File: config.mk
export PLATFORM = sky130hd
export DESIGN_NAME = sim_run_monitor
export DESIGN_NICKNAME = d
export VERILOG_FILES = /design/src/rtl/sim_run_monitor.sv
export SDC_FILE = /design/constraint.sdc
export NUM_CORES = 1
export LEC_CHECK = 0
export BUFFER_PORTS_ARGS = -buffer_cell sky130_fd_sc_hd__buf_4
export CORE_ASPECT_RATIO = 0.9
export CORE_MARGIN = 3
export CORE_UTILIZATION = 40
export CTS_CLUSTER_DIAMETER = 200
export DETAILED_ROUTE_END_ITERATION = 16
export SYNTH_ARGS = -nofsm -noshare
export SYNTH_HDL_FRONTEND = slang
export SYNTH_SLANG_ARGS = --single-unit
File: constraint.sdc
create_clock -name clk -period 3.5 [get_ports clk]
set_input_delay 0 -clock clk [delete_from_list [all_inputs] [get_ports clk]]
set_output_delay 0 -clock clk [all_outputs]
set_load 0.005 [all_outputs]
File: src/rtl/sim_run_monitor.sv
// End-of-test monitor: detects a self-loop opcode-fetch trap, optional gpio result code, or cycle-budget timeout.
// Optional gpio pass/fail detection is compiled in when TEST_MON_GPIO_EN is defined.
module sim_run_monitor #(
  parameter int unsigned        ADDR_W         = 16,
  parameter int unsigned        GPIO_W         = 8,
  parameter int unsigned        CNT_W          = 32,
  parameter logic [CNT_W-1:0]   TIMEOUT_CYCLES = '0,
  parameter int unsigned        TRAP_REPEAT    = 4,
  parameter logic [ADDR_W-1:0]  PASS_ADDR      = 16'h3469,
  parameter logic [GPIO_W-1:0]  PASS_CODE      = 8'h01,
  parameter logic [GPIO_W-1:0]  FAIL_CODE      = 8'hFF
) (
  input  logic              clk,
  input  logic              reset,
  input  logic              enable,
  input  logic              clear,
  input  logic [ADDR_W-1:0] cpu_addr,
  input  logic              cpu_sync,
  input  logic [GPIO_W-1:0] gpio_o,
  output logic              done,
  output logic              pass,
  output logic              fail,
  output logic              timeout,
  output logic              trap,
  output logic [ADDR_W-1:0] trap_addr,
  output logic [CNT_W-1:0]  cycle_count
);

  localparam int unsigned REP_W = $clog2(TRAP_REPEAT + 1);

  typedef enum logic [1:0] {S_IDLE, S_RUN, S_DONE} state_t;

  state_t            state;
  logic [ADDR_W-1:0] last_pc;
  logic [REP_W-1:0]  rep_cnt;

  logic [CNT_W-1:0]  cnt_inc;
  logic [CNT_W-1:0]  cnt_sat;
  logic [REP_W-1:0]  rep_inc;
  logic              addr_match;
  logic              trap_hit;
  logic              timeout_hit;
  logic              gpio_pass_hit;
  logic              gpio_fail_hit;

  // rep_cnt==0 marks "no fetch seen yet in this run", so the first fetch always reloads last_pc.
  always_comb begin
    cnt_inc     = cycle_count + CNT_W'(1);
    cnt_sat     = (&cycle_count) ? cycle_count : cnt_inc;
    rep_inc     = rep_cnt + REP_W'(1);
    addr_match  = (rep_cnt != '0) && (cpu_addr == last_pc);
    trap_hit    = cpu_sync && addr_match && (rep_inc == REP_W'(TRAP_REPEAT));
    timeout_hit = (TIMEOUT_CYCLES != '0) && (cnt_inc == TIMEOUT_CYCLES);
  end

`ifdef TEST_MON_GPIO_EN
  logic [GPIO_W-1:0] gpio_q;

  always_comb begin
    gpio_pass_hit = (gpio_o != gpio_q) && (gpio_o == PASS_CODE);
    gpio_fail_hit = (gpio_o != gpio_q) && (gpio_o == FAIL_CODE);
  end

  // Loaded on the entry cycle so a code already present at start is not seen as a change.
  always_ff @(posedge clk) begin
    if (reset) begin
      gpio_q <= '0;
    end else if ((state == S_IDLE && enable && !clear) || state == S_RUN) begin
      gpio_q <= gpio_o;
    end
  end
`else
  logic gpio_unused;
  assign gpio_unused   = ^gpio_o;
  assign gpio_pass_hit = 1'b0;
  assign gpio_fail_hit = 1'b0;
`endif

  always_ff @(posedge clk) begin
    if (reset || clear) begin
      state       <= S_IDLE;
      last_pc     <= '0;
      rep_cnt     <= '0;
      done        <= 1'b0;
      pass        <= 1'b0;
      fail        <= 1'b0;
      timeout     <= 1'b0;
      trap        <= 1'b0;
      trap_addr   <= '0;
      cycle_count <= '0;
    end else begin
      case (state)
        S_IDLE: begin
          if (enable) begin
            state       <= S_RUN;
            cycle_count <= '0;
            rep_cnt     <= '0;
            last_pc     <= '0;
          end
        end
        S_RUN: begin
          cycle_count <= cnt_sat;
          if (cpu_sync) begin
            if (addr_match) begin
              rep_cnt <= rep_inc;
            end else begin
              rep_cnt <= REP_W'(1);
              last_pc <= cpu_addr;
            end
          end
          if (trap_hit) begin
            state     <= S_DONE;
            done      <= 1'b1;
            trap      <= 1'b1;
            trap_addr <= cpu_addr;
            pass      <= (cpu_addr == PASS_ADDR);
            fail      <= (cpu_addr != PASS_ADDR);
          end else if (gpio_pass_hit) begin
            state <= S_DONE;
            done  <= 1'b1;
            pass  <= 1'b1;
          end else if (gpio_fail_hit) begin
            state <= S_DONE;
            done  <= 1'b1;
            fail  <= 1'b1;
          end else if (timeout_hit) begin
            state   <= S_DONE;
            done    <= 1'b1;
            timeout <= 1'b1;
            fail    <= 1'b1;
          end
        end
        S_DONE: begin
        end
        default: state <= S_IDLE;
      endcase
    end
  end

endmodule

==> Flow_metrics.wiki <==
{| class="wikitable"
! Metric !! Value
|-
| Startpoint types || register
|-
| Kind of critical path || register to register
|-
| Post-Syn Nets || 464
|-
| Combinational share of power || 6.4%
|-
| Routed via count divided by cell count || 5.36
|-
| Reported leakage power || 1.81 nW
|-
| Number of buffers on the longest clock path || 2
|-
| Relative contribution of sequential cells to total power || 48.0%
|-
| Pin count of the biggest net entering global routing || 47
|-
| Clock buffer count from CTS || 9
|-
| Number of failing setup endpoints in the final timing report || 0
|-
| CTS Sinks || 72
|-
| Worst-skew pair later-pin latency || 360 ps
|-
| Number of flops mapped to enable cells by yosys || 0
|-
| Growth of design area from synthesis to finish || 25.5%
|-
| Status || complete, no violations
|-
| Post-synthesis instance area || 3790 µm²
|-
| Antenna-violating nets left || 0
|-
| TritonCTS clock tree || done
|-
| Post-layout minimum cycle time || 2440 ps
|-
| CTS H-tree depth || 3
|-
| Chain of cells forming the critical path || nand4_1 > or3_2 > nor2_1 > nand2_1 > a211oi_1
|-
| Die area || 10,700 µm²
|-
| Top_reg_cell synth || sky130_fd_sc_hd__dfxtp_1
|-
| Crit end category || register
|-
| Area of the core region || 9170 µm²
|-
| Number of search-and-repair iterations in the first detailed-routing pass || 4
|-
| Required time reported for the critical path endpoint || 3760 ps
|-
| Height of the die || 98.4 µm
|-
| Overall routing resource usage || 18.4%
|-
| Slowest CP cell || sky130_fd_sc_hd__nor2_1
|-
| Max-slew violation count || 0
|-
| Vias in the first global route || 3,202
|-
| Hold slack final || 61.1 ps
|-
| Share of synthesized registers carrying an async set or reset || 0%
|-
| Worst stage delay on the critical path || 610 ps
|-
| Share of the cycle needed by the critical path after routing || 69.9%
|-
| Worst-case headroom to the max-slew limit || 48.7%
|-
| Antenna cells || 0
|-
| Clock root buffer master || sky130_fd_sc_hd__clkbuf_8
|-
| GRT Residual Overflow || 0
|-
| Unrepaired setup endpoints after global routing || no
|-
| DRT Wirelength || 9.72 mm
|-
| RD Place Congestion || 0.818
|-
| Register area || 1440 µm²
|-
| Total of flip-flops plus latches after synthesis || 72
|-
| Hold Path Class || input port to register
|-
| Post-layout util || 52.0%
|-
| Total number of placement rows || 33
|-
| Routed length per placed instance || 15.3 µm
|-
| Clock transition at the registers of the reported paths || 80 ps
|-
| Antenna violations before repair || 0
|-
| Max-cap check violation count || 0
|-
| Distinct cell type count of the synthesized netlist || 57
|-
| DRC violation count after routing || 0
|-
| Switching Fraction || 25.1%
|-
| Internal power component || 1.28 mW
|-
| First-pass GRT wire length || 16.0 mm
|-
| Final-report hold violation count || 0
|-
| Post-layout power || 1.71 mW
|-
| IR Drop Worst-Case VDD || 200 µV
|-
| Starting density of the core || 41.4%
|-
| Multi-input gate area || 2160 µm²
|-
| Area of all placed cells without fillers || 4760 µm²
|-
| Iteration-0 DRC Markers || 158
|-
| Number of I/O pins || 82
|-
| Count of nets after finishing || 543
|-
| Clock power frac || 45.6%
|-
| Slew at the pin closest to its max-slew limit || 766 ps
|-
| Worst Path Max Fanout || 12
|-
| Power per Cell Area || 360 nW/µm²
|-
| Detailed placement HPWL || 6.70 mm
|-
| Sum of negative setup slack || 0 ps
|-
| Proportion of layout cells with a drive suffix above 1 || 27.0%
|-
| Setup skew after layout || 12.3 ps
|-
| Switching power total || 430 µW
|-
| Total number of vias || 3,416
|-
| Syn. warnings || 0
|-
| Arrival time of data at the critical path endpoint || 2700 ps
|-
| Width of the die || 109 µm
|-
| Fmax achieved || 409 MHz
|-
| Cell area after placement || 4360 µm²
|-
| Fillers || 870
|-
| Seq/Total Area, Yosys || 38.0%
|-
| Post-Synthesis Cells || 431
|-
| Number of instances resized during post-cts repair || 0
|-
| Average instance area after synthesis || 8.80 µm²
|-
| Count of port buffers added during placement || 72
|}
synthesized netlist by cell type, drive strengths merged (6+ instances only):
cell type | count | share of area (%)
and3 | 6 | 1.0
nor2 | 14 | 1.4
nand4 | 20 | 3.7
inv | 9 | 0.89
dfxtp | 72 | 38
mux2i | 34 | 9.0
o21ai | 19 | 3.4
xnor2 | 17 | 3.9
a21oi | 27 | 4.3
or4 | 13 | 2.7
nand2b | 6 | 0.99
nand2 | 67 | 6.7
nand3 | 25 | 3.3
or3 | 16 | 2.9
and2 | 9 | 1.5
clkbuf | 14 | 1.9
o31ai | 6 | 1.2
buf | 11 | 2.3
timing repair:
action | in CTS | in global routing
setup buffers | 0 | 0
setup endpoints to repair | 0 | 0
endpoints found under the hold margin | 33 | 0
hold buffers | 17 | 0
sequential cells by signal (all words and copies together) (netlist names):
register     flops
rep_cnt          3
last_pc         16
state            2
trap_addr       16
pass             1
cycle_count     32
fail             1
trap             1
through the flow:
stage	instances	setup WS (ps)
final	637	1060
after global routing	637	887
after CTS	637	1130
after detailed placement	604	1160
after global placement	604	1190
after floorplan	431	1440
per-layer routing:
metal / vias up / global-route usage, % / part of all wire (%)
met4: 0 / 5.92 / 1.6
li1: 1710 / - / -
met2: 55 / 28.7 / 46
met1: 1638 / 25.9 / 49
met3: 13 / 2.91 / 3.2
met5: - / 0 / 0
placed cells by master (no fill, tap or decap), types with 5 or more instances in the layout:
master and instances:
sky130_fd_sc_hd__a21oi_1 20, sky130_fd_sc_hd__a21oi_2 7, sky130_fd_sc_hd__and2_1 8, sky130_fd_sc_hd__and3_1 5, sky130_fd_sc_hd__and4_1 5, sky130_fd_sc_hd__buf_4 76, sky130_fd_sc_hd__clkbuf_8 9, sky130_fd_sc_hd__dfxtp_1 72
sky130_fd_sc_hd__dlygate4sd3_1 17, sky130_fd_sc_hd__inv_1 9, sky130_fd_sc_hd__mux2i_1 34, sky130_fd_sc_hd__nand2_1 66, sky130_fd_sc_hd__nand2b_1 6, sky130_fd_sc_hd__nand3_1 25, sky130_fd_sc_hd__nand4_1 19, sky130_fd_sc_hd__nor2_1 13
sky130_fd_sc_hd__o21ai_0 10, sky130_fd_sc_hd__o21ai_2 9, sky130_fd_sc_hd__o31ai_1 6, sky130_fd_sc_hd__or3_1 8, sky130_fd_sc_hd__or3_2 8, sky130_fd_sc_hd__or4_1 9, sky130_fd_sc_hd__xnor2_1 17
worst max-delay path: cells and delay by family (launching register included):
| kind | cells | cell delay (ps) |
|---|---|---|
| compound gates | 1 | 270 |
| flops | 1 | 450 |
| simple gates | 4 | 1620 |
logic make-up (layout without fill, tap and decap cells):
kind of cell | count (synthesis) | count (layout) | share of synthesized area [%]
adder cells (fa/ha/maj) | 4 | 4 | 1.32
XOR/XNOR | 18 | 18 | 4.15
other | 1 | 1 | 0.0988
AND/OR/NAND/NOR | 200 | 200 | 29.8
AO/OA/AOI/OAI | 68 | 68 | 12.6
buffers and inverters | 34 | 118 | 5.08
flip-flops | 72 | 72 | 38.0
multiplexers | 34 | 34 | 8.97
layout make-up:
type | count | area share, %
Clock inverter | 7 | 2.26
Clock buffer | 9 | 2.60
Tap cell | 122 | 3.20
Sequential cell | 72 | 30.3
Timing Repair Buffer | 93 | 15.6
Inverter | 9 | 0.709
Multi-Input combinational cell | 325 | 45.4
power groups by stage:
stage                     Combinational (mW)  Sequential (mW)  Clock [mW]
after detailed placement              0.0935            0.842           0
final                                  0.110            0.823       0.782
after global routing                   0.119            0.823       0.828
after floorplan                       0.0564            0.841           0
after global placement                0.0931            0.842           0
after CTS                              0.110            0.823       0.793
path summary, 6_finish.rpt:
kind                    from               to  slack (ps)  depth (start not counted)
max          cycle_count[12]  cycle_count[11]        1060                          5
min                    reset   cycle_count[0]          60                          3
max reg2reg  cycle_count[12]  cycle_count[11]        1060                          5
min reg2reg             trap             trap         460                          2
Note: power is estimated with default switching activity, not from simulation.
